`config.mk`:
```
export PLATFORM = sky130hd
export DESIGN_NAME = seq_divider
export DESIGN_NICKNAME = d
export VERILOG_FILES = /design/src/rtl/seq_divider_pkg.sv /design/src/rtl/seq_divider_addsub.sv /design/src/rtl/seq_divider.sv
export SDC_FILE = /design/constraint.sdc
export NUM_CORES = 1
export LEC_CHECK = 0
export BUFFER_PORTS_ARGS = -buffer_cell sky130_fd_sc_hd__clkbuf_2
export CAP_MARGIN = 40
export CORE_ASPECT_RATIO = 1.75
export CORE_UTILIZATION = 52
export CTS_CLUSTER_SIZE = 28
export DETAILED_ROUTE_END_ITERATION = 6
export PLACE_DENSITY = 0.74
export SYNTH_ARGS = -nofsm -noshare
export SYNTH_HDL_FRONTEND = slang
export SYNTH_SLANG_ARGS = --single-unit
```
`constraint.sdc`:
```
create_clock -name clk -period 14.7 [get_ports clk]
set_input_delay 1.47 -clock clk [delete_from_list [all_inputs] [get_ports clk]]
set_output_delay 1.47 -clock clk [all_outputs]
set_load 0.005 [all_outputs]
```
`src/rtl/seq_divider_pkg.sv`:
```
// Shared types and constants for the sequential non-restoring divider.
package seq_divider_pkg;

    localparam int DIV_WIDTH = 32;
    localparam logic [DIV_WIDTH-1:0] DIV_ZERO_QUOT = '1;

    typedef enum logic [1:0] {
        IDLE = 2'd0,
        RUN  = 2'd1,
        FIX  = 2'd2,
        DONE = 2'd3
    } div_state_e;

endpackage

```
`src/rtl/seq_divider_addsub.sv`:
```
// Ripple-carry adder/subtractor built from full-adder cells.
module div_addsub_step
    import seq_divider_pkg::*;
#(
    parameter int N = DIV_WIDTH + 1
) (
    input  logic [N-1:0] a_i,
    input  logic [N-1:0] b_i,
    input  logic         sub_i,
    output logic [N-1:0] sum_o
);

    logic [N-1:0] bx;
    logic [N-1:0] c;

    assign bx   = b_i ^ {N{sub_i}};
    assign c[0] = sub_i;

    for (genvar i = 0; i < N; i++) begin : g_fa
        assign sum_o[i] = a_i[i] ^ bx[i] ^ c[i];
        if (i < N - 1) begin : g_carry
            assign c[i+1] = (a_i[i] & bx[i]) | (c[i] & (a_i[i] ^ bx[i]));
        end
    end

endmodule

```
`src/rtl/seq_divider.sv`:
```
// Multi-cycle non-restoring integer divider: one add/sub step per clock.
module seq_divider
    import seq_divider_pkg::*;
#(
    parameter int WIDTH = DIV_WIDTH
) (
    input  logic             clk,
    input  logic             clr,
    input  logic             start,
    input  logic             signed_op,
    input  logic [WIDTH-1:0] dividend,
    input  logic [WIDTH-1:0] divisor,
    output logic             busy,
    output logic             done,
    output logic [WIDTH-1:0] quotient,
    output logic [WIDTH-1:0] remainder,
    output logic             div_by_zero
);

    localparam int CW = $clog2(WIDTH);

    div_state_e state_q, state_d;

    logic [WIDTH:0]   pr_q, pr_d;
    logic [WIDTH-1:0] qw_q, qw_d;
    logic [WIDTH-1:0] d_q, d_d;
    logic [WIDTH-1:0] quot_q, quot_d;
    logic [WIDTH-1:0] rem_q, rem_d;
    logic [CW-1:0]    cnt_q, cnt_d;
    logic             negq_q, negq_d;
    logic             negr_q, negr_d;
    logic             dbz_q, dbz_d;

    logic             dvs_zero;
    logic             dvd_neg, dvs_neg;
    logic [WIDTH-1:0] dvd_negv, dvs_negv;
    logic [WIDTH-1:0] dvd_abs, dvs_abs;
    logic [WIDTH:0]   step_a, step_sum;
    logic             step_sub;
    logic [WIDTH-1:0] rem_fix;
    logic [WIDTH-1:0] q_negv, r_negv;

    assign dvs_zero = (divisor == '0);
    assign dvd_neg  = signed_op & dividend[WIDTH-1];
    assign dvs_neg  = signed_op & divisor[WIDTH-1];
    assign dvd_abs  = dvd_neg ? dvd_negv : dividend;
    assign dvs_abs  = dvs_neg ? dvs_negv : divisor;

    // FIX reuses the step unit as a plain add to restore a negative PR
    assign step_a   = (state_q == FIX) ? pr_q : {pr_q[WIDTH-1:0], qw_q[WIDTH-1]};
    assign step_sub = (state_q == FIX) ? 1'b0 : ~pr_q[WIDTH];
    assign rem_fix  = pr_q[WIDTH] ? step_sum[WIDTH-1:0] : pr_q[WIDTH-1:0];

    div_addsub_step #(.N(WIDTH + 1)) u_step (
        .a_i   (step_a),
        .b_i   ({1'b0, d_q}),
        .sub_i (step_sub),
        .sum_o (step_sum)
    );

    div_addsub_step #(.N(WIDTH)) u_neg_dvd (
        .a_i   ('0),
        .b_i   (dividend),
        .sub_i (1'b1),
        .sum_o (dvd_negv)
    );

    div_addsub_step #(.N(WIDTH)) u_neg_dvs (
        .a_i   ('0),
        .b_i   (divisor),
        .sub_i (1'b1),
        .sum_o (dvs_negv)
    );

    div_addsub_step #(.N(WIDTH)) u_neg_q (
        .a_i   ('0),
        .b_i   (qw_q),
        .sub_i (1'b1),
        .sum_o (q_negv)
    );

    div_addsub_step #(.N(WIDTH)) u_neg_r (
        .a_i   ('0),
        .b_i   (rem_fix),
        .sub_i (1'b1),
        .sum_o (r_negv)
    );

    always_ff @(posedge clk or posedge clr) begin
        if (clr) begin
            state_q <= IDLE;
        end else begin
            state_q <= state_d;
        end
    end

    always_comb begin
        state_d = state_q;
        unique case (state_q)
            IDLE: if (start) state_d = dvs_zero ? DONE : RUN;
            RUN:  if (cnt_q == '0) state_d = FIX;
            FIX:  state_d = DONE;
            DONE: state_d = IDLE;
            default: state_d = IDLE;
        endcase
    end

    always_comb begin
        busy        = (state_q == RUN) || (state_q == FIX);
        done        = (state_q == DONE);
        quotient    = quot_q;
        remainder   = rem_q;
        div_by_zero = dbz_q;
    end

    always_comb begin
        pr_d   = pr_q;
        qw_d   = qw_q;
        d_d    = d_q;
        cnt_d  = cnt_q;
        negq_d = negq_q;
        negr_d = negr_q;
        quot_d = quot_q;
        rem_d  = rem_q;
        dbz_d  = dbz_q;
        unique case (state_q)
            IDLE: begin
                if (start) begin
                    pr_d   = '0;
                    qw_d   = dvd_abs;
                    d_d    = dvs_abs;
                    cnt_d  = CW'(WIDTH - 1);
                    negq_d = dvd_neg ^ dvs_neg;
                    negr_d = dvd_neg;
                    dbz_d  = dvs_zero;
                    if (dvs_zero) begin
                        quot_d = WIDTH'(DIV_ZERO_QUOT);
                        rem_d  = dividend;
                    end
                end
            end
            RUN: begin
                pr_d  = step_sum;
                qw_d  = {qw_q[WIDTH-2:0], ~step_sum[WIDTH]};
                cnt_d = cnt_q - CW'(1);
            end
            FIX: begin
                quot_d = negq_q ? q_negv : qw_q;
                rem_d  = negr_q ? r_negv : rem_fix;
            end
            DONE: begin
            end
            default: begin
            end
        endcase
    end

    always_ff @(posedge clk or posedge clr) begin
        if (clr) begin
            pr_q   <= '0;
            qw_q   <= '0;
            d_q    <= '0;
            cnt_q  <= '0;
            negq_q <= 1'b0;
            negr_q <= 1'b0;
            quot_q <= '0;
            rem_q  <= '0;
            dbz_q  <= 1'b0;
        end else begin
            pr_q   <= pr_d;
            qw_q   <= qw_d;
            d_q    <= d_d;
            cnt_q  <= cnt_d;
            negq_q <= negq_d;
            negr_q <= negr_d;
            quot_q <= quot_d;
            rem_q  <= rem_d;
            dbz_q  <= dbz_d;
        end
    end

endmodule

```
Word-level counts from Yosys, hierarchy flattened
Index checks and enable logic that the tools add are counted.

word-level totals
  bits in registers = 171
  output and inout bits = 67
  word-level logic and storage cells = 470

operators by class
  mux-type cells = 23
  add/sub/neg operators = 1
  reductions and logical operators = 10
  equality and inequality tests = 6
  bitwise operators = 420

operators by type and width
  cell                                                                    count
  32-bit two-way mux                                                      10
  32-bit one-hot mux with 2 select lines                                  3
  1-bit XOR                                                               191
  1-bit AND                                                               186
  32-bit inverter                                                         4
  33-bit two-way mux                                                      2
  33-bit one-hot mux with 2 select lines                                  1
  32-bit by 33-bit XOR with 33-bit output                                 1
  32-bit zero test                                                        1
  1-bit bitwise OR                                                        32
  5-bit one-hot mux with 2 select lines                                   1
  2-bit one-hot mux with 4 select lines                                   1
  2-bit two-way mux                                                       3
  2-bit inequality test (second input constant)                           3
  1-bit inverter                                                          6
  2-bit AND reduction                                                     3
  5-bit zero test                                                         1
  5-bit two-way mux                                                       1
  5-bit by 1-bit subtractor with 5-bit output (second input constant)     1
  2-bit equality test (second input constant)                             2
  2-bit nonzero test                                                      2
  3-bit AND reduction                                                     1
  2-bit by 1-bit equality test with 1-bit output (second input constant)  1
  2-bit zero test                                                         1
  2 further kinds                                                         2

Longest topological paths before layout
Gate-level depths: netlist of run 1.

  depth in word-level cells = 102
  depth in mapped cells = 47

By module
A second synthesis of run 1 with hierarchy kept.

unflattened totals
  cell total of the unflattened synthesis = 1,440
  area, all modules = 15,080.7 µm²

modules (own cells, without submodules)
  module                           area each (µm²)  instances  cells an instance  seq. area each (µm²)
  seq_divider                      9,057.4          1          791                4,279.1
  div_addsub_step (u_neg_dvd ...)  1,197.4          4          129                0.0
  div_addsub_step (u_step)         1,233.7          1          133                0.0

Worst setup path after synthesis of run 1
No wires, ideal clock.

  kind = register to register
  start = register state_q[0]
  end = register rem_q[30], in the netlist remainder[30]
  cell stages (with the launch flop) = 46
  clock period less this slack = 13.982 ns
  arrival = 13.857 ns
  setup time = 0.125 ns
  required time = 14.575 ns
  slack = 0.718 ns
  cells stage by stage = dfrtp_1 > inv_1 > ha_1 > clkbuf_1 > clkbuf_1 > clkbuf_1 > mux2_2 > fa_1 > fa_1 > fa_1 > fa_1 > fa_1 > fa_1 > fa_1 > fa_1 > fa_1 > fa_1 > fa_1 > [10 not listed] > fa_1 > fa_1 > fa_1 > fa_1 > fa_1 > inv_1 > fa_1 > fa_1 > inv_1 > fa_1 > inv_1 > fa_1 > nand2_1 > o21ai_0 > ha_1 > a22oi_1 > o21ai_0 > mux2_2

between the ends
  longest elaborated chain between the ends = 70
  elaborated cells between the ends (all ways) = 195
  classes of those cells = eq/ne (3); mux (5); bitwise (184); reduce/logical (3)

RTL lines
  element                                  RTL line                                                  text
  start, declared                          seq_divider.sv:22                                         div_state_e state_q, state_d;
  start signal, assigned                   seq_divider.sv:93                                         state_q <= state_d;
  2-bit equality test                      seq_divider.sv:50, seq_divider.sv:51, seq_divider.sv:126
  1-bit two-way mux                        seq_divider.sv:51                                         assign step_sub = (state_q == FIX) ? 1'b0 : ~pr_q[WIDTH];
  32-bit by 33-bit XOR with 33-bit output  seq_divider_addsub.sv:16                                  assign bx = b_i ^ {N{sub_i}};
  1-bit XOR                                seq_divider_addsub.sv:20, seq_divider_addsub.sv:22
  1-bit AND                                seq_divider_addsub.sv:22                                  assign c[i+1] = (a_i[i] & bx[i]) | (c[i] & (a_i[i] ^ bx[i]));
  1-bit bitwise OR                         seq_divider_addsub.sv:22
  1-bit AND                                seq_divider_addsub.sv:22
  1-bit bitwise OR                         seq_divider_addsub.sv:22
  [54 not listed]                          -
  1-bit AND                                seq_divider_addsub.sv:22
  1-bit bitwise OR                         seq_divider_addsub.sv:22
  1-bit XOR                                seq_divider_addsub.sv:20                                  assign sum_o[i] = a_i[i] ^ bx[i] ^ c[i];
  32-bit two-way mux                       seq_divider.sv:52                                         assign rem_fix = pr_q[WIDTH] ? step_sum[WIDTH-1:0] : pr_q[WIDTH-1:0];
  32-bit inverter (no source line)         -
  1-bit XOR                                seq_divider_addsub.sv:20
  32-bit two-way mux                       seq_divider.sv:149                                        rem_d = negr_q ? r_negv : rem_fix;
  32-bit one-hot mux with 2 select lines   seq_divider.sv:126                                        unique case (state_q)
  end signal, assigned                     seq_divider.sv:177                                        rem_q <= rem_d;
  end, declared                            seq_divider.sv:28                                         logic [WIDTH-1:0] rem_q, rem_d;

Several ways; a longest one is shown, not always the timed one.
A chain may end at the register's enable or synchronous reset.

Worst setup path in the final report of run 1
Same ends and word-level chain as after synthesis.

==> results of run 1 <==
metrics by stage:
stage | hold WS (ps) | total power [uW]
5_1_grt | 507 | 3420
3_5_place_dp | 474 | 2700
6_report | 487 | 3130
2_1_floorplan | 450 | 2220
3_3_place_gp | 469 | 2600
4_1_cts | 490 | 3150
how the worst min path moves through the flow:
stage	start	end	slack (ps)	cells past startpoint
final	quotient[19]$_DFFE_PP0P_	quotient[19]$_DFFE_PP0P_	490	1
after global routing	quotient[19]$_DFFE_PP0P_	quotient[19]$_DFFE_PP0P_	510	1
after CTS	quotient[19]$_DFFE_PP0P_	quotient[19]$_DFFE_PP0P_	490	1
after detailed placement	quotient[19]$_DFFE_PP0P_	quotient[19]$_DFFE_PP0P_	470	1
after global placement	qw_q[0]$_DFFE_PP0P_	qw_q[0]$_DFFE_PP0P_	470	2
after floorplan	qw_q[0]$_DFFE_PP0P_	qw_q[0]$_DFFE_PP0P_	450	2
layer usage:
| layer | routed length, um | vias to the layer above | track usage (%) |
|---|---|---|---|
| met2 | 13400 | 186 | 40.7 |
| met5 | 0 | - | 0 |
| met3 | 771 | 62 | 3.68 |
| li1 | - | 4075 | - |
| met4 | 976 | 0 | 11.5 |
| met1 | 10600 | 4130 | 27.9 |
worst register-to-register path: cells and delay by family, from the launching register on:
kind | cells | cell delay, ps
and+or+nand+nor | 1 | 80
muxes | 2 | 670
adders and majority gates | 32 | 12140
AOI/OAI and AO/OA | 3 | 390
buffers and inverters | 4 | 320
DFF | 1 | 420
registers in the layout, summed over array words and instances, names as in the netlist:
name	flops
div_by_zero	1
d_q	32
negq_q	1
remainder	32
negr_q	1
cnt_q	5
state_q	2
qw_q	32
pr_q	33
quotient	32
final cells by class:
| cell class | instances | share of cell area, % |
|---|---|---|
| Multi-Input combinational cell | 747 | 50.8 |
| Sequential cell | 171 | 32.3 |
| Clock inverter | 15 | 1.16 |
| Inverter | 107 | 3.06 |
| Timing Repair Buffer | 152 | 6.71 |
| Tap cell | 296 | 2.79 |
| Clock buffer | 17 | 3.21 |
what timing repair did:
item,4_1_cts,5_1_grt
gates resized for setup,0,0
setup buffers,0,1
endpoints found under the hold margin,0,0
endpoints found under the setup margin,0,1
Yosys cell counts:
master | count | area [um2]
sky130_fd_sc_hd__dfrtp_1 | 171 | 4280
sky130_fd_sc_hd__nand2_1 | 128 | 480
sky130_fd_sc_hd__ha_1 | 126 | 1580
sky130_fd_sc_hd__inv_1 | 107 | 402
sky130_fd_sc_hd__mux2_2 | 100 | 1130
sky130_fd_sc_hd__mux2i_1 | 94 | 941
sky130_fd_sc_hd__o21ai_0 | 71 | 355
sky130_fd_sc_hd__clkbuf_1 | 56 | 210
sky130_fd_sc_hd__fa_1 | 31 | 621
sky130_fd_sc_hd__o211ai_1 | 30 | 225
sky130_fd_sc_hd__xor2_1 | 30 | 263
sky130_fd_sc_hd__a22o_1 | 28 | 245
sky130_fd_sc_hd__o221ai_1 | 28 | 245
sky130_fd_sc_hd__a222oi_1 | 14 | 140
sky130_fd_sc_hd__nor2_1 | 10 | 37.5
sky130_fd_sc_hd__xnor2_1 | 10 | 87.6
sky130_fd_sc_hd__buf_2 | 8 | 40.0
sky130_fd_sc_hd__nor4_1 | 8 | 50.1
sky130_fd_sc_hd__a21oi_1 | 7 | 35.0
sky130_fd_sc_hd__mux2_1 | 7 | 78.8
sky130_fd_sc_hd__buf_6 | 6 | 67.6
sky130_fd_sc_hd__a22oi_1 | 5 | 37.5
sky130_fd_sc_hd__and2_1 | 4 | 25.0
sky130_fd_sc_hd__nand3_1 | 2 | 10.0
sky130_fd_sc_hd__nand4_1 | 2 | 12.5
sky130_fd_sc_hd__a211o_1 | 1 | 8.76
sky130_fd_sc_hd__a221oi_1 | 1 | 8.76
sky130_fd_sc_hd__a31oi_1 | 1 | 6.26
sky130_fd_sc_hd__and4bb_1 | 1 | 12.5
sky130_fd_sc_hd__buf_1 | 1 | 3.75
sky130_fd_sc_hd__buf_4 | 1 | 7.51
sky130_fd_sc_hd__nand2b_1 | 1 | 6.26
sky130_fd_sc_hd__nand3b_1 | 1 | 7.51
sky130_fd_sc_hd__nor2b_1 | 1 | 6.26
sky130_fd_sc_hd__o22ai_1 | 1 | 6.26
sky130_fd_sc_hd__o31ai_1 | 1 | 7.51
sky130_fd_sc_hd__o32ai_4 | 1 | 27.5
sky130_fd_sc_hd__o41ai_1 | 1 | 8.76
sky130_fd_sc_hd__or2_2 | 1 | 6.26
kinds of logic after synthesis:
| logic type | after synthesis | synth area share (%) |
|---|---|---|
| multiplexers | 201 | 18.3 |
| AO/OA/AOI/OAI | 190 | 11.6 |
| AND/OR/NAND/NOR | 159 | 5.59 |
| flip-flops | 171 | 36.5 |
| XOR/XNOR | 40 | 2.99 |
| adder cells (fa/ha/maj) | 157 | 18.8 |
| buffers and inverters | 179 | 6.24 |
cells in the final DEF (no fill, tap or decap), types with 3 or more instances in the layout:
| cell type | instances |
|---|---|
| sky130_fd_sc_hd__a21oi_1 | 7 |
| sky130_fd_sc_hd__a222oi_1 | 14 |
| sky130_fd_sc_hd__a22o_1 | 28 |
| sky130_fd_sc_hd__a22oi_1 | 5 |
| sky130_fd_sc_hd__and2_1 | 3 |
| sky130_fd_sc_hd__buf_16 | 3 |
| sky130_fd_sc_hd__buf_4 | 12 |
| sky130_fd_sc_hd__clkbuf_16 | 17 |
| sky130_fd_sc_hd__clkbuf_2 | 134 |
| sky130_fd_sc_hd__clkinv_4 | 3 |
| sky130_fd_sc_hd__dfrtp_1 | 170 |
| sky130_fd_sc_hd__fa_1 | 31 |
| sky130_fd_sc_hd__ha_1 | 125 |
| sky130_fd_sc_hd__inv_1 | 106 |
| sky130_fd_sc_hd__inv_6 | 5 |
| sky130_fd_sc_hd__inv_8 | 4 |
| sky130_fd_sc_hd__mux2_1 | 7 |
| sky130_fd_sc_hd__mux2_2 | 100 |
| sky130_fd_sc_hd__mux2i_1 | 93 |
| sky130_fd_sc_hd__nand2_1 | 127 |
| sky130_fd_sc_hd__nor2_1 | 9 |
| sky130_fd_sc_hd__nor4_1 | 8 |
| sky130_fd_sc_hd__o211ai_1 | 30 |
| sky130_fd_sc_hd__o21ai_0 | 71 |
| sky130_fd_sc_hd__o221ai_1 | 28 |
| sky130_fd_sc_hd__xnor2_1 | 10 |
| sky130_fd_sc_hd__xor2_1 | 30 |
power breakdown:
part | internal [uW] | switching (uW)
sequential | 691 | 156
clock | 240 | 207
combinational | 846 | 993
==> impl_metrics.csv, run 1 <==
group,metric,value,unit
timing,hold_viol,0,
critical_path,worst_r2r_path_depth,42,
floorplanning,row_count,72,
timing,worst_slack,591,ps
cells_and_area,final_cells,1505,
drt,first_iter_violations,368,
timing,finClkSkew,7.71,ps
place,place_worst_setup_slack,514,ps
timing,fin_crit,14110,ps
pwr,pwr_density_cell,236,nW/um2
place,place_inst,1472,
drt,detailedRoute.firstPassIterationCount,7,
flow_run,cap_viol_max_count,0,
synthesis,yosys_warnings,0,
cells_and_area,postLayoutCoreUtil,60.1,%
drt,wl,25800,um
critical_path,worst_path_dominant_cell_family,"adder cells",
min_path,hold_path_class,"reg -> reg",
floorplanning,die_ar,23200,um2
pwr,leakagePower,0.00642,uW
drt,routed_via_density,5.62,
cells_and_area,antenna_cells,0,
place,dp_hpwl,19400,um
timing,finalSetupTns,0,ps
cts,clkSlewWorstSetupHoldPaths,70,ps
cells_and_area,nFillCells,1839,
drt,vias,8453,
critical_path,endpoint_kind,"register",
synthesis,synth-seq-area-share,36.5,%
synthesis,synth.cell_area,11700,um2
critical_path,first_element_of_the_critical_path,"state_q[0]$_DFFE_PP0P_",
grt,first_global_vias,8572,
cts,cts.hold.buffers_added,0,
critical_path,reg2reg_slack,590,ps
cells_and_area,fin_nets,1421,
timing,maxSlewViolCount,0,
timing,maxSlewHeadroom,40.1,%
critical_path,end_of_the_critical_path,"remainder[30]$_DFFE_PP0P_",
critical_path,crit_path_frequent_cell,"sky130_fd_sc_hd__fa_1",
floorplanning,chipHeight,201,um
critical_path,timing.setup.critical_path_class,"reg -> reg",
critical_path,timing.rr.start,"state_q[0]$_DFFE_PP0P_",
place,globalplace.congestion,0.830,
timing,post-route-period-util,96.0,%
critical_path,worst_ep_required_time,15040,ps
drt,post_drt_wl_per_cell,17.1,um
drt,route.detailed.drc,22,
cells_and_area,combined_area_of_the_multi_input_logic_cells,6740,um2
cells_and_area,ff_latch_area,4280,um2
cells_and_area,synthToLayoutAreaGrowth,13.3,%
grt,grt_pass1_wl,42100,um
cells_and_area,drive_gt1_share,24.2,%
critical_path,start_kind,"register",
grt,grt_max_degree,93,
cts,cts_tree,"done",
critical_path,cpPeakStageDelay,430,ps
critical_path,critPathMaxFanout,17,
timing,max_slew.worst_pin.slew,898,ps
critical_path,crit_slowest_cell,"sky130_fd_sc_hd__fa_1",
grt,grt_use_total,23.5,%
cts,clock_sinks,171,
cts,cts.path.max_buffers,2,
floorplanning,pin_count,135,
place,dpl-instance-area,12700,um2
timing,fmax,70.9,MHz
synthesis,synth_nets,1322,
critical_path,regToRegEndpoint,"remainder[30]$_DFFE_PP0P_",
place,number_of_input_and_output_port_buffers_inserted,134,
synthesis,synthCells,1097,
floorplanning,core_region_area,22100,um2
critical_path,cp.buffers_inverters,4,
synthesis,total_of_flip_flops_plus_latches_after_synthesis,171,
outcome,outcome,"finished with violations",
grt,globalRoute.totalOverflow,0,
timing,grt_setup_unrepaired,"no",
timing,finalSetupViolations,0,
floorplanning,floorplan.initialDensity,53.1,%
cts,clock_tree.root_cell,"sky130_fd_sc_hd__clkbuf_16",
cells_and_area,finish.instance_area,13300,um2
cts,number_of_buffers_created_by_cts,17,
floorplanning,fp.dieW,115,um
drt,route.antenna.remaining_nets,0,
critical_path,worst_ep_arrival_time,14440,ps
cts,clock_insertion_delay_worst_skew,440,ps
pwr,ir_worst_vdd,0.000119,V
grt,antenna_found_initial,0,
synthesis,post_synth.cell_area_avg,10.7,um2
outcome,failed_checks,"DRC",
critical_path,critical_path_depth,42,
cts,htree_levels,4,
synthesis,netlist-cell-type-count,39,
Power figures use the tool's default switching activity.
==> run 2, diff against run 1 <==
Settings changed: CTS_BUF_LIST set to sky130_fd_sc_hd__clkbuf_4.
==> run 2 against run 1 <==
  * The run now ends clean
  * Critical path depth stayed put
  * First-iteration DRC count is 15% higher
  * Combinational power hardly changed
  * Global-route usage is 0.12 points lower
  * Sequential cell count stayed put
  * Fmax hardly changed
  * Clock-buffer cell count stayed put
  * Sequential power is 0.6% lower
  * Wire length is 1.2% lower
  * Non-clock buffer count stayed put
  * Critical path type unchanged
  * Largest power group unchanged
==> impl_metrics.csv, run 2 (synthesis gave the netlist of run 1 again) <==
group,metric,value,unit
cells_and_area,largest_reg_flops,33,
pwr,leakagePower,0.00629,uW
cts,clkSlewWorstSetupHoldPaths,150,ps
floorplanning,pin_count,135,
critical_path,timing.rr.start,"state_q[0]$_DFFE_PP0P_",
critical_path,critPathMaxFanout,17,
critical_path,first_element_of_the_critical_path,"state_q[0]$_DFFE_PP0P_",
cells_and_area,top_register,"pr_q",
critical_path,reg2reg_slack,600,ps
critical_path,start_kind,"register",
critical_path,worst_ep_arrival_time,14630,ps
drt,route.detailed.drc,0,
drt,first_iter_violations,424,
pwr,intPower,1620,uW
cts,post_cts_buffers,0,
cts,cts.hold.buffers_added,0,
timing,max_slew.worst_pin.slew,893,ps
cells_and_area,drive_gt1_share,24.2,%
drt,detailedRoute.firstPassIterationCount,7,
pwr,reg_power_share,28.5,%
floorplanning,fp.dieW,115,um
floorplanning,core_region_area,22100,um2
grt,grt_max_degree,93,
floorplanning,row_count,72,
timing,fmax,70.9,MHz
cells_and_area,leading_cell_types_in_the_layout_fill_and_taps_excluded,"sky130_fd_sc_hd__dfrtp_1 (170), sky130_fd_sc_hd__clkbuf_2 (134), sky130_fd_sc_hd__nand2_1 (127)",
cts,cts_tree,"done",
cells_and_area,nFillCells,1882,
critical_path,timing.setup.critical_path_class,"reg -> reg",
flow_run,cap_viol_max_count,0,
drt,vias,8440,
timing,finClkSkew,22.0,ps
critical_path,cpPeakStageDelay,440,ps
timing,grt_setup_unrepaired,"no",
cts,cts.path.max_buffers,2,
pwr,netSwitchingPower,1330,uW
cells_and_area,ff_latch_area,4280,um2
pwr,pwr_density_cell,228,nW/um2
cells_and_area,fin_nets,1421,
timing,maxSlewViolCount,0,
timing,finalSetupTns,0,ps
pwr,ir_worst_vdd,0.000105,V
timing,hold_viol,0,
grt,grt_pass1_wl,41900,um
floorplanning,die_ar,23200,um2
grt,antenna_found_initial,1,
pwr,finalPower,2950,uW
timing,fin_crit,14100,ps
drt,post_drt_wl_per_cell,16.9,um
critical_path,worst_ep_required_time,15230,ps
cts,number_of_buffers_created_by_cts,17,
critical_path,regToRegEndpoint,"remainder[30]$_DFFE_PP0P_",
cells_and_area,combined_area_of_the_multi_input_logic_cells,6740,um2
cells_and_area,final_common_cell,"sky130_fd_sc_hd__dfrtp_1",
timing,finalSetupViolations,0,
grt,globalRoute.totalOverflow,0,
pwr,netSwitchingFraction,45.0,%
timing,maxSlewHeadroom,40.4,%
drt,wl,25500,um
drt,routed_via_density,5.60,
critical_path,crit_slowest_cell,"sky130_fd_sc_hd__dfrtp_1",
critical_path,crit_path_frequent_cell,"sky130_fd_sc_hd__fa_1",
min_path,hold_path_class,"reg -> reg",
grt,grt_use_total,23.4,%
cts,clock_sinks,171,
cts,cts.repair.resized,0,
critical_path,endpoint_kind,"register",
cts,htree_levels,4,
cts,clock_insertion_delay_worst_skew,620,ps
cells_and_area,synthToLayoutAreaGrowth,10.7,%
drt,route.antenna.remaining_nets,0,
place,globalplace.congestion,0.830,
outcome,outcome,"finished, final reports clean",
place,number_of_input_and_output_port_buffers_inserted,134,
floorplanning,chipHeight,201,um
critical_path,end_of_the_critical_path,"remainder[30]$_DFFE_PP0P_",
critical_path,worst_r2r_path_depth,42,
timing,post-route-period-util,95.9,%
pwr,pwr-share-comb,62.1,%
place,dp_hpwl,19400,um
grt,first_global_vias,8546,
floorplanning,floorplan.initialDensity,53.1,%
cts,clock_tree.root_cell,"sky130_fd_sc_hd__clkbuf_4",
pwr,p_clk_share,9.3,%
-- run 2: cell types whose count changed in the layout (fill, tap and decap cells not counted), sizes merged --
cell,before,now
diode,0,1
-- run 2: power by group through the flow --
stage,clock network (uW),logic [uW],registers (uW)
2_1_floorplan,0,1400,814
3_3_place_gp,0,1760,847
3_5_place_dp,0,1840,856
4_1_cts,286,1840,844
5_1_grt,300,2070,873
6_report,276,1830,842
-- run 2: cell type report --
type / count / share of cell area, %
sequential: 171 / 33.0
clock inverter: 15 / 1.19
clock buffer: 17 / 0.984
tap: 296 / 2.85
multi-input combinational: 747 / 52.0
antenna: 1 / 0.0193
timing repair buffer: 152 / 6.86
inverter: 107 / 3.13
-- run 2: worst max-delay path, delay by kind of cell, from the launching register on --
| kind | cells | cell delay (ps) |
|---|---|---|
| fa+ha+maj | 32 | 12120 |
| flops | 1 | 440 |
| compound gates | 3 | 390 |
| simple gates | 1 | 80 |
| buf+inv | 4 | 320 |
| mux | 2 | 670 |
-- run 2: how the worst min path moves through the flow --
stage                             startpoint                       end  cells past startpoint
floorplan                qw_q[0]$_DFFE_PP0P_       qw_q[0]$_DFFE_PP0P_                      2
global route        quotient[19]$_DFFE_PP0P_  quotient[19]$_DFFE_PP0P_                      1
finish              quotient[19]$_DFFE_PP0P_  quotient[19]$_DFFE_PP0P_                      1
global placement         qw_q[0]$_DFFE_PP0P_       qw_q[0]$_DFFE_PP0P_                      2
CTS                 quotient[19]$_DFFE_PP0P_  quotient[19]$_DFFE_PP0P_                      1
detailed placement  quotient[19]$_DFFE_PP0P_  quotient[19]$_DFFE_PP0P_                      1
-- run 2: stage by stage --
stage | cell area (um2) | hold WS (ps) | cells | setup slack [ps] | utilization (%)
2_1_floorplan | 11700 | 450 | 1097 | 718 | -
3_3_place_gp | 12600 | 469 | 1466 | 674 | 56.9
3_5_place_dp | 12700 | 474 | 1472 | 514 | 57.4
4_1_cts | 13000 | 509 | 1504 | 498 | 58.7
5_1_grt | 13000 | 528 | 1506 | 79.0 | 58.8
6_report | 13000 | 505 | 1506 | 598 | 58.8
-- run 2: routing by layer --
layer  vias up  GRT usage, %  routed length, um
li1       4087             -                  -
met1      4107          27.7              10500
met2       188          40.4              13200
met3        58          3.20                792
met4         0          12.3               1080
met5         -             0                  0
==> run 3, diff against run 2 <==
Settings changed: ABC_AREA set to 1.
==> run 3 against run 2 <==
  * The flow now finishes with violations (DRC)
  * First-iteration DRC count is 54% higher
  * Worst setup slack barely moved
  * Critical path depth increased by 6
  * Clock power is 4% lower
  * Sequential power hardly changed
  * Non-clock buffer count rose by 2
  * Sequential cell count stayed put
  * Clock-buffer cell count is 2 higher
  * Critical endpoint is now remainder[31]$_DFFE_PP0P_
==> impl_metrics.csv, run 3 <==
group,metric,value,unit
place,number_of_input_and_output_port_buffers_inserted,134,
cts,number_of_buffers_created_by_cts,17,
cells_and_area,fin_nets,1784,
critical_path,worst_ep_arrival_time,14650,ps
drt,post_drt_wl_per_cell,15.0,um
min_path,hold_path_class,"reg -> reg",
timing,finalSetupViolations,0,
drt,routed_via_density,5.43,
critical_path,regToRegEndpoint,"remainder[31]$_DFFE_PP0P_",
synthesis,synthArstFlopShare,100,%
critical_path,endpoint_kind,"register",
synthesis,netlist.top_cell.by_area,"sky130_fd_sc_hd__dfrtp_1",
synthesis,netlist-cell-type-count,32,
floorplanning,fp.dieW,117,um
critical_path,timing.setup.critical_path_class,"reg -> reg",
floorplanning,chipHeight,203,um
drt,first_iter_violations,651,
critical_path,crit_slowest_cell,"sky130_fd_sc_hd__fa_1",
critical_path,worst_path_dominant_cell_family,"adder cells",
critical_path,worst_r2r_path_depth,48,
flow_run,cap_viol_max_count,0,
timing,maxSlewHeadroom,48.9,%
synthesis,synth_top_cell_area_share,35.8,%
drt,route.detailed.drc,2,
cts,cts_tree,"done",
timing,max_slew.worst_pin.slew,767,ps
place,globalplace.congestion,0.873,
floorplanning,die_ar,23600,um2
cells_and_area,largest_reg_flops,33,
timing,fmax,70.9,MHz
outcome,failed_checks,"DRC",
grt,grt_pass1_wl,46600,um
cells_and_area,leading_cell_types_in_the_layout_fill_and_taps_excluded,"sky130_fd_sc_hd__nand2_1 (365), sky130_fd_sc_hd__o21ai_0 (179), sky130_fd_sc_hd__inv_1 (172)",
cts,htree_levels,4,
timing,maxSlewViolCount,0,
floorplanning,core_region_area,22700,um2
timing,post-route-period-util,95.9,%
min_path,hold_path_end,"qw_q[6]$_DFFE_PP0P_",
critical_path,cpPeakStageDelay,430,ps
timing,finalSetupTns,0,ps
cells_and_area,nFillCells,2187,
cells_and_area,final_common_cell,"sky130_fd_sc_hd__nand2_1",
synthesis,post_synth.cell_area_avg,8.06,um2
critical_path,critPathMaxFanout,15,
critical_path,start_kind,"register",
min_path,holdCritStartpoint,"qw_q[5]$_DFFE_PP0P_",
drt,route.antenna.remaining_nets,0,
place,dp_hpwl,20400,um
floorplanning,row_count,73,
floorplanning,pin_count,135,
cells_and_area,synthToLayoutAreaGrowth,9.22,%
grt,antenna_found_initial,1,
critical_path,crit_path_frequent_cell,"sky130_fd_sc_hd__fa_1",
critical_path,cp.buffers_inverters,5,
cts,cts.path.max_buffers,2,
synthesis,synth.top_cells.by_count,"sky130_fd_sc_hd__nand2_1 (368), sky130_fd_sc_hd__o21ai_0 (179), sky130_fd_sc_hd__inv_1 (173)",
cts,clock_tree.root_cell,"sky130_fd_sc_hd__clkbuf_4",
grt,first_global_vias,9702,
synthesis,total_of_flip_flops_plus_latches_after_synthesis,171,
drt,wl,28100,um
synthesis,netlist_top_cells_area,"sky130_fd_sc_hd__dfrtp_1 (36%), sky130_fd_sc_hd__ha_1 (13%), sky130_fd_sc_hd__nand2_1 (12%), sky130_fd_sc_hd__o21ai_0 (7.5%), sky130_fd_sc_hd__inv_1 (5.4%)",
synthesis,synth_enable_flop_cells,0,
timing,hold_viol,0,
cts,cts.repair.resized,0,
synthesis,synth_nets,1707,
cells_and_area,top_register,"pr_q",
grt,grt_use_total,25.2,%
synthesis,synth-seq-area-share,35.8,%
grt,grt_max_degree,78,
synthesis,synthCells,1482,
critical_path,reg2reg_slack,600,ps
floorplanning,floorplan.initialDensity,52.8,%
cts,clock_insertion_delay_worst_skew,640,ps
timing,fin_crit,14100,ps
pwr,ir_worst_vdd,0.000145,V
cts,clock_sinks,171,
pwr,leakagePower,0.00704,uW
critical_path,timing.rr.start,"state_q[0]$_DFFE_PP0P_",
drt,detailedRoute.firstPassIterationCount,7,
grt,globalRoute.totalOverflow,0,
cts,cts.hold.buffers_added,0,
critical_path,worst_ep_required_time,15250,ps
drt,vias,10200,
outcome,outcome,"finished with violations",
pwr,pwr_density_cell,241,nW/um2
min_path,worst_hold_stages,2,
timing,fin_hold_ws,508,ps
synthesis,synth.cell_area,12000,um2
synthesis,yosys_warnings,0,
cts,clkSlewWorstSetupHoldPaths,150,ps
synthesis,ys.flop_type,"sky130_fd_sc_hd__dfrtp_1",
synthesis,yosys.cell_count.top_type,"sky130_fd_sc_hd__nand2_1",
timing,finClkSkew,21.0,ps
cells_and_area,drive_gt1_share,13.0,%
## run 3: area by class of cell
| class | instances | area [um2] | share of cell area [%] |
|---|---|---|---|
| diodes | 1 | 2.50 | 0.0192 |
| well taps | 300 | 375 | 2.88 |
| clock inverters | 13 | 118 | 0.901 |
| inverters | 177 | 669 | 5.13 |
| clock buffers | 19 | 143 | 1.09 |
| flip-flops and latches | 171 | 4280 | 32.8 |
| repair buffers | 154 | 882 | 6.76 |
| multi-input cells | 1038 | 6590 | 50.4 |
## run 3: tightest hold or removal path, delay by kind of cell, from the launching register on
kind / cells / cell delay, ps
AND/OR/NAND/NOR: 1 / 60
flip-flops: 1 / 370
AO/OA/AOI/OAI: 1 / 50
## run 3: how the worst max path moves through the flow
| stage | startpoint | end | slack, ps | cells past startpoint |
|---|---|---|---|---|
| 6_report | state_q[0]$_DFFE_PP0P_ | remainder[31]$_DFFE_PP0P_ | 600 | 48 |
| 5_1_grt | state_q[0]$_DFFE_PP0P_ | remainder[31]$_DFFE_PP0P_ | -3 | 48 |
| 4_1_cts | state_q[0]$_DFFE_PP0P_ | remainder[31]$_DFFE_PP0P_ | 450 | 48 |
| 3_5_place_dp | state_q[0]$_DFFE_PP0P_ | remainder[31]$_DFFE_PP0P_ | 460 | 48 |
| 3_3_place_gp | state_q[0]$_DFFE_PP0P_ | remainder[31]$_DFFE_PP0P_ | 760 | 48 |
| 2_1_floorplan | state_q[0]$_DFFE_PP0P_ | remainder[31]$_DFFE_PP0P_ | 1360 | 49 |
## run 3: report_power, final
group          switching (uW)  internal, uW
Combinational            1260           778
Sequential                139           701
Clock                     176          88.8
## run 3: timing repair
action,4_1_cts,5_1_grt
endpoints found under the setup margin,0,2
setup buffers,0,3
hold endpoints to repair,0,0
## run 3: kinds of logic (layout without fill, tap and decap cells)
family                   Yosys count  count (layout)  share of synthesized area, %
flip-flops                       171             171                          35.8
XOR/XNOR                          31              31                          2.27
AND/OR/NAND/NOR                  467             467                          15.6
other                              0               1                             0
adder cells (fa/ha/maj)          157             157                          18.4
AO/OA/AOI/OAI                    383             383                          18.6
buffers and inverters            273             363                          9.41
## run 3: stage by stage
stage | area, um2 | setup WS, ps | total power, uW | utilization (%) | instances
3_5_place_dp | 12700 | 464 | 2870 | 56.3 | 1837
5_1_grt | 13100 | -2.60 | 3520 | 57.6 | 1873
4_1_cts | 13000 | 447 | 3140 | 57.4 | 1869
6_report | 13100 | 598 | 3150 | 57.6 | 1873
2_1_floorplan | 12000 | 1360 | 2370 | - | 1482
3_3_place_gp | 12700 | 757 | 2780 | 56.0 | 1835
## run 3: per-layer routing
metal,global-route usage [%],up-vias,part of all wire [%]
met2,43.2,251,51
met4,12.5,0,3.9
li1,-,5075,-
met1,30.5,4784,41
met3,3.40,66,3.8
met5,0,-,0
